===== src/rtl/output_image_streamer.sv =====
// Streams a finished image from memory as a row-major pixel stream with eol/eof markers.
// Define STREAMER_BORDER_CLEAR_EN to force the outermost rows and columns of the output to zero.
module output_image_streamer #(
  parameter int unsigned DATA_WIDTH        = 8,
  parameter int unsigned ADDR_WIDTH        = 16,
  parameter int unsigned IMAGE_ROW_SIZE    = 64,
  parameter int unsigned IMAGE_COLUMN_SIZE = 64
) (
  input  logic                  clk_i,
  input  logic                  rst_ni,
  input  logic                  start_i,
  output logic                  mem_rd_en_o,
  output logic [ADDR_WIDTH-1:0] mem_addr_o,
  input  logic [DATA_WIDTH-1:0] mem_data_i,
  output logic                  m_valid_o,
  input  logic                  m_ready_i,
  output logic [DATA_WIDTH-1:0] m_data_o,
  output logic                  m_eol_o,
  output logic                  m_eof_o,
  output logic                  busy_o,
  output logic                  done_o
);

  localparam int unsigned NUM_PIX = IMAGE_ROW_SIZE * IMAGE_COLUMN_SIZE;
  localparam int unsigned COL_W   = (IMAGE_COLUMN_SIZE > 1) ? $clog2(IMAGE_COLUMN_SIZE) : 1;
  localparam int unsigned ROW_W   = (IMAGE_ROW_SIZE > 1) ? $clog2(IMAGE_ROW_SIZE) : 1;
  localparam logic [ADDR_WIDTH-1:0] LAST_ADDR = ADDR_WIDTH'(NUM_PIX - 1);
  localparam logic [COL_W-1:0]      LAST_COL  = COL_W'(IMAGE_COLUMN_SIZE - 1);
  localparam logic [ROW_W-1:0]      LAST_ROW  = ROW_W'(IMAGE_ROW_SIZE - 1);

  typedef enum logic [1:0] {
    ST_IDLE   = 2'd0,
    ST_STREAM = 2'd1,
    ST_DRAIN  = 2'd2
  } state_t;

  state_t                r_state;
  state_t                w_state_next;
  logic                  r_start_q;
  logic [ADDR_WIDTH-1:0] r_addr;
  logic [COL_W-1:0]      r_col;
  logic [ROW_W-1:0]      r_row;
  logic                  r_pend;
  logic [COL_W-1:0]      r_pend_col;
  logic [ROW_W-1:0]      r_pend_row;
  logic                  r_valid;
  logic [DATA_WIDTH-1:0] r_data;
  logic                  r_eol;
  logic                  r_eof;
  logic                  r_buf_valid;
  logic [DATA_WIDTH-1:0] r_buf_data;
  logic                  r_buf_eol;
  logic                  r_buf_eof;
  logic                  r_busy;
  logic                  r_done;

  logic                  w_start_edge;
  logic                  w_pop;
  logic                  w_eof_hs;
  logic [1:0]            w_occ;
  logic                  w_credit_ok;
  logic                  w_rd_en;
  logic [DATA_WIDTH-1:0] w_push_data;
  logic                  w_push_eol;
  logic                  w_push_eof;

  assign w_start_edge = start_i & ~r_start_q;
  assign w_pop        = r_valid & m_ready_i;
  assign w_eof_hs     = w_pop & r_eof;

  // Buffered pixels plus the read whose data is on the bus; a slot freed by this cycle's pop
  // can be reused so the stream keeps one pixel per cycle without overflowing the 2-entry FIFO.
  assign w_occ       = 2'(r_valid) + 2'(r_buf_valid) + 2'(r_pend);
  assign w_credit_ok = (w_occ - 2'(w_pop)) < 2'd2;

  always_ff @(posedge clk_i or negedge rst_ni) begin
    if (!rst_ni) begin
      r_state   <= ST_IDLE;
      r_start_q <= 1'b0;
      r_busy    <= 1'b0;
      r_done    <= 1'b0;
    end else begin
      r_state   <= w_state_next;
      r_start_q <= start_i;
      r_busy    <= (w_state_next != ST_IDLE);
      r_done    <= w_eof_hs;
    end
  end

  always_comb begin
    w_state_next = r_state;
    w_rd_en      = 1'b0;
    case (r_state)
      ST_IDLE: begin
        if (w_start_edge) w_state_next = ST_STREAM;
      end
      ST_STREAM: begin
        w_rd_en = w_credit_ok;
        if (w_credit_ok && (r_addr == LAST_ADDR)) w_state_next = ST_DRAIN;
      end
      ST_DRAIN: begin
        if (w_eof_hs) w_state_next = ST_IDLE;
      end
      default: w_state_next = ST_IDLE;
    endcase
  end

  // Read address with matching row/column counters; holds at the last pixel, rewinds on start.
  always_ff @(posedge clk_i or negedge rst_ni) begin
    if (!rst_ni) begin
      r_addr     <= '0;
      r_col      <= '0;
      r_row      <= '0;
      r_pend     <= 1'b0;
      r_pend_col <= '0;
      r_pend_row <= '0;
    end else begin
      r_pend <= w_rd_en;
      if (w_rd_en) begin
        r_pend_col <= r_col;
        r_pend_row <= r_row;
      end
      if ((r_state == ST_IDLE) && w_start_edge) begin
        r_addr <= '0;
        r_col  <= '0;
        r_row  <= '0;
      end else if (w_rd_en && (r_addr != LAST_ADDR)) begin
        r_addr <= r_addr + ADDR_WIDTH'(1);
        if (r_col == LAST_COL) begin
          r_col <= '0;
          r_row <= r_row + ROW_W'(1);
        end else begin
          r_col <= r_col + COL_W'(1);
        end
      end
    end
  end

  assign w_push_eol = (r_pend_col == LAST_COL);
  assign w_push_eof = w_push_eol && (r_pend_row == LAST_ROW);

`ifdef STREAMER_BORDER_CLEAR_EN
  always_comb begin
    w_push_data = mem_data_i;
    if ((r_pend_row == '0) || (r_pend_row == LAST_ROW) ||
        (r_pend_col == '0) || (r_pend_col == LAST_COL)) begin
      w_push_data = '0;
    end
  end
`else
  assign w_push_data = mem_data_i;
`endif

  // Two-entry FIFO: head drives the stream outputs directly, second entry absorbs backpressure.
  always_ff @(posedge clk_i or negedge rst_ni) begin
    if (!rst_ni) begin
      r_valid     <= 1'b0;
      r_data      <= '0;
      r_eol       <= 1'b0;
      r_eof       <= 1'b0;
      r_buf_valid <= 1'b0;
      r_buf_data  <= '0;
      r_buf_eol   <= 1'b0;
      r_buf_eof   <= 1'b0;
    end else if (!r_valid || w_pop) begin
      if (r_buf_valid) begin
        r_valid     <= 1'b1;
        r_data      <= r_buf_data;
        r_eol       <= r_buf_eol;
        r_eof       <= r_buf_eof;
        r_buf_valid <= r_pend;
        if (r_pend) begin
          r_buf_data <= w_push_data;
          r_buf_eol  <= w_push_eol;
          r_buf_eof  <= w_push_eof;
        end
      end else begin
        r_valid <= r_pend;
        if (r_pend) begin
          r_data <= w_push_data;
          r_eol  <= w_push_eol;
          r_eof  <= w_push_eof;
        end
      end
    end else if (r_pend) begin
      r_buf_valid <= 1'b1;
      r_buf_data  <= w_push_data;
      r_buf_eol   <= w_push_eol;
      r_buf_eof   <= w_push_eof;
    end
  end

  assign mem_rd_en_o = w_rd_en;
  assign mem_addr_o  = r_addr;
  assign m_valid_o   = r_valid;
  assign m_data_o    = r_data;
  assign m_eol_o     = r_eol;
  assign m_eof_o     = r_eof;
  assign busy_o      = r_busy;
  assign done_o      = r_done;

endmodule


===== config.mk =====
export PLATFORM = sky130hd
export DESIGN_NAME = output_image_streamer
export DESIGN_NICKNAME = d
export VERILOG_FILES = /design/src/rtl/output_image_streamer.sv
export SDC_FILE = /design/constraint.sdc
export NUM_CORES = 1
export LEC_CHECK = 0
export CORE_MARGIN = 2
export CORE_UTILIZATION = 40
export DETAILED_ROUTE_END_ITERATION = 8
export SYNTH_ARGS = -nofsm -noshare
export SYNTH_HDL_FRONTEND = slang
export SYNTH_SLANG_ARGS = --single-unit
export TNS_END_PERCENT = 30

===== constraint.sdc =====
create_clock -name clk_i -period 2.55 [get_ports clk_i]
set_clock_uncertainty 0.2 [all_clocks]
set_input_delay 0.3825 -clock clk_i [delete_from_list [all_inputs] [get_ports clk_i]]
set_output_delay 0.3825 -clock clk_i [all_outputs]
set_load 0.005 [all_outputs]

After elaboration in Yosys (flattened, before gate mapping)
Index checks and enable logic that the tools add are counted.
W data, S select, Z words.

storage, ports and cells
  register bits = 68
  input bits = 12
  output and inout port bits = 30
  logic and storage cells = 83

cells by class
  add/subtract/negate cells = 6
  order comparisons = 1
  equal/unequal tests = 8
  mux-type cells = 32
  bitwise logic cells = 4
  reduce and logical (&&, ||, !) cells = 14

operators with widths
  cell                     count
  $mux W8                  5
  $mux W6                  6
  $mux W16                 2
  $eq A6 B6 Y1 const B     3
  $add A16 B1 Y16 const B  1
  $eq A16 B12 Y1 const B   1
  $ne A16 B12 Y1 const B   1
  $mux W1                  15
  $add A6 B1 Y6 const B    2
  $reduce_bool A2 Y1       5
  $mux W2                  3
  $pmux W2 S3              1
  $logic_and A1 B1 Y1      4
  $reduce_and A2 Y1        2
  $and A1 B1 Y1            3
  $add A1 B1 Y2            1
  $add A2 B1 Y2            1
  $eq A2 B1 Y1 const B     1
  $eq A2 B2 Y1 const B     1
  $logic_not A2 Y1         1
  $lt A2 B2 Y1 const B     1
  $ne A2 B2 Y1 const B     1
  $sub A2 B1 Y2            1
  $logic_not A1 Y1         1
  other kinds (2)          2

Logic depth before layout (Yosys ltp)
  word-level depth = 8
  mapped depth = 11
  mapped depth without buffers = 9

Worst setup path after synthesis
No wires, ideal clock.

  path kind = reg2out
  start = register r_valid, in the netlist m_valid_o
  end = output mem_rd_en_o
  arrival time = 2.197 ns
  required time = 1.967 ns
  setup slack = -0.230 ns
  cell stages (with the launch flop) = 10
  path buffers = 2
  path through = dfrtp_1 and2_1 ha_1 inv_1 ha_1 a21oi_2 mux2i_4 buf_2 inv_2 clkbuf_1

on the way
  cells in the longest elaborated chain, start to end = 5
  elaborated cells on any way between the ends = 6
  those cells by class = 3 x add/sub; 1 x order compare; 1 x mux; 1 x bitwise

ends and longest elaborated chain
  element                   line  text
  start: declaration        46    logic r_valid;
  start signal: assignment  178   r_valid <= r_pend;
  $add A1 B1 Y2             73    assign w_occ = 2'(r_valid) + 2'(r_buf_valid) + 2'(r_pend);
  $add A2 B1 Y2             73
  $sub A2 B1 Y2 *           74    assign w_credit_ok = (w_occ - 2'(w_pop)) < 2'd2;
  $lt A2 B2 Y1 *            74
  $mux W1 *                 93    case (r_state)
  end: declaration          12    output logic mem_rd_en_o,

Mark *: on every way between the ends. The rest lies on a longest branch, timed or not.

Worst setup path in the final report
  start = register r_valid, in the netlist m_valid_o
  end = register r_addr[13], in the netlist mem_addr_o[13]

on the way
  cells in the longest elaborated chain, start to end = 7
  elaborated cells on any way between the ends = 8
  those cells by class = 3 x add/sub; 1 x order compare; 1 x mux; 1 x bitwise; 2 x reduce/logical

ends and longest elaborated chain
  element                         line  text
  $add A1 B1 Y2                   73
  $add A2 B1 Y2                   73
  $sub A2 B1 Y2 *                 74
  $lt A2 B2 Y1 *                  74
  $mux W1 *                       93
  $logic_and A1 B1 Y1 *           127   end else if (w_rd_en && (r_addr != LAST_ADDR)) begin
  $reduce_bool A2 Y1 (no line) *  n/a
  end signal: assignment          128   r_addr <= r_addr + ADDR_WIDTH'(1);
  end: declaration                40    logic [ADDR_WIDTH-1:0] r_addr;

Marked as above.
A chain may end at the register's enable or synchronous reset.

==> metrics.txt <==
nets=396; R2R Path End=mem_addr_o[13]; #FFs+latches synth=68; CP peak stage delay=0.38 ns; Final Max Tran Viols=0; CP startpoint=m_valid_o; Slew headroom=52.9%; critical path class=register to register; vias per inst=5.10; GRT Resource Usage Total=16.5%; cells along the critical path=and2_4 > ha_4 > inv_2 > ha_4 > a21oi_4 > mux2i_4 > buf_6 > buf_6 > or3_4 > or3_4 > a21oi_2; LEAKAGE=0.00190 uW; unrepaired setup endpoints after global routing=true; PortBufs=41; Clock Sinks=68; vias in the first global route=2505; Tmin final=2.66 ns; Post-synth ARST share=100%; Ant. Diodes=0; total global routing overflow=0; Core Area=7730 um^2; CP Launch Type=register; synth unique cells=49; worst path buffer plus inverter count=3; Achievable Freq=376 MHz; sequential area share after synthesis=53.5%; area of the multi-input gates=1560 um^2; cell area power density=1160 nW/um^2; YS warnings=0; Vias=2480; Clock H-tree levels=3; DP Area=3810 um^2; post-synthesis cell area=3180 um^2; Max Cap Viol=0; fin area=4240 um^2; Worst EP required=2.62 ns; Initial Utilization=41.2%; ANT nets after route=0; setup TNS=-0.435 ns; Vert. Die Dim=93.2 um; Crit path depth=11; Avg Inst Size Synth=10.2 um^2; first-pass GRT wire length=11.4 mm; IO Count=42; maximum VDD drop=0.841 mV; setup violators final=13; CP Capture Type=register; Worst path top cell family by delay=simple AND/OR/NAND/NOR gates; initial DRC count=94; largest net degree at the start of global routing=40; crit path capture=mem_addr_o[13]; buffer depth of the longest clock path=2; Reg2Reg Launch Point=m_valid_o; total CTS buffers=9; CTS tree=built; Pre-antenna DRT Iters=4; predominant post-synthesis flop cell=dfrtp_1; half-perimeter wire length after placement=4.37 mm; number of core rows=32; initial antenna violation count=0; DRC=0; Synthesized Nets=328; pre-CTS WS=-0.585 ns; final hold violations=0; worst-case reg-to-reg path depth=11; worst min path class=register to register; crit share post-route=104%; critical path arrival=2.72 ns; proportion of layout cells with a drive suffix above 1=24.0%; crit path max-delay cell type=dfrtp_1; Setup WS post-layout=-0.108 ns; status=finished with violations; total wire length=6.69 mm; clk root buf=clkbuf_8; clock slew at reported path FFs=0.08 ns; die area=8680 um^2; Post-synth EDFFs=0; failing checks=setup timing; die width=93.2 um; FF+latch area=1700 um^2; routability-driven placement congestion ratio=0.819; clk_lat worst skew=0.34 ns; Mapped Cells=311; Fin Hold WS=0.272 ns; actual slew at the worst max-slew pin=0.703 ns; Fillers=686; wire per inst=13.8 um; flop2flop setup slack=-0.11 ns; critical path fanouts, max=4; Layout Area Growth over Synthesis=33.4%
flip-flops by register name, summed over array words and instances (netlist names), 2 cells and up:
register and flops:
r_state 2, r_row 6, mem_addr_o 16, m_data_o 8, r_col 6, r_pend_row 6, r_pend_col 6, r_buf_data 8
cells in the mapped netlist, types with 2 or more instances:
library cell  number  area share (%)
ha_1               5             2.0
o21ai_0            5            0.79
buf_6              3             1.1
nand3_1           11             1.7
nor3_2             2            0.63
a21oi_1           14             2.2
dfrtp_1           68              53
nor4_1             4            0.79
and4_1             2            0.55
nor4b_1            2            0.55
a31o_1             2            0.55
nand2b_1           2            0.39
nor2_1            27             3.2
nand2_1           69             8.1
clkbuf_1           8            0.94
mux2_2             9             3.2
a41o_1             3            0.94
xnor2_1           11             3.0
buf_1              2            0.24
or3_1              2            0.39
mux2i_1           15             4.7
and3_1             6             1.2
inv_1              2            0.24
nand4_1            7             1.4
nor3_1             6            0.94
what timing repair did:
item	CTS	global route
hold endpoints to repair	68	0
buffers inserted	9	3
pin swaps	14	15
gates cloned	0	0
gates resized for setup	32	18
endpoints found under the setup margin	22	41
hold buffers	1	0
final cells by class:
| type | instances | area share [%] |
|---|---|---|
| multi-input combinational | 226 | 36.6 |
| tap | 102 | 3.01 |
| sequential | 68 | 40.1 |
| timing repair buffer | 71 | 15.8 |
| clock buffer | 9 | 2.92 |
| clock inverter | 7 | 1.24 |
| inverter | 3 | 0.265 |
per-stage QoR:
step	utilization (%)	power [uW]	std cells
final	54.9	4940	486
after global routing	54.9	5310	486
after CTS	54.1	4940	486
after detailed placement	49.4	3700	460
after global placement	49.4	3650	460
after floorplan	-	2960	311
cells by family after synthesis:
| logic type | Yosys count | synth area share [%] |
|---|---|---|
| DFF | 68 | 53.5 |
| buffers and inverters | 17 | 2.75 |
| AOI/OAI and AO/OA | 31 | 6.49 |
| muxes | 25 | 8.61 |
| adders and majority gates | 6 | 2.28 |
| and+or+nand+nor | 152 | 23.1 |
| xor gates and xnor gates | 12 | 3.30 |
layer usage:
metal	GRT usage (%)	vias to the layer above	wire (um)	part of all wire (%)
met5	0	-	0	0
met4	7.11	0	46	0.69
met3	3.55	6	222	3.3
met2	26.1	43	3270	49
met1	22.1	1223	3160	47
li1	-	1208	-	-
cell usage in the layout (no fill, tap or decap), types with 2 or more instances in the layout:
cell / n
buf_6: 12
nand4_1: 7
xnor2_1: 10
ha_4: 2
nor4_2: 3
nor3_1: 4
o21ai_1: 2
a21oi_2: 2
or3_4: 2
and4_1: 2
and3_1: 6
clkbuf_8: 9
a31o_1: 2
nor2_1: 27
buf_2: 2
nor3_4: 2
nand3_1: 10
mux2i_1: 15
nor3_2: 2
a41o_1: 3
a21oi_1: 12
clkdlybuf4s50_1: 38
ha_1: 3
nor4b_2: 2
inv_2: 2
nand2_2: 4
nand2_1: 64
mux2_2: 9
clkinvlp_4: 4
dfrtp_1: 68
buf_4: 17
o21ai_0: 3
nand2b_1: 2
worst register-to-register path, cell delays in order (launching register included):
cell	delay, ns
dfrtp_1	0.38
and2_4	0.14
ha_4	0.25
inv_2	0.03
ha_4	0.26
a21oi_4	0.07
mux2i_4	0.20
buf_6	0.13
buf_6	0.12
or3_4	0.33
or3_4	0.34
a21oi_2	0.14
power breakdown:
group / switching [uW] / internal [uW] / total, uW
clock: 430 / 355 / 785
sequential: 245 / 1400 / 1640
combinational: 1180 / 1330 / 2510
worst min-delay path by stage:
| stage | cells past startpoint | to | from |
|---|---|---|---|
| finish | 2 | r_pend_col[4] | r_pend_col[4] |
| CTS | 2 | r_pend_col[4] | r_pend_col[4] |
| floorplan | 0 | busy_o | rst_ni |
| global placement | 2 | busy_o | rst_ni |
| detailed placement | 2 | busy_o | rst_ni |
| global route | 2 | r_pend_col[2] | r_pend_col[2] |
No activity file was read; power rests on OpenSTA's default activity.
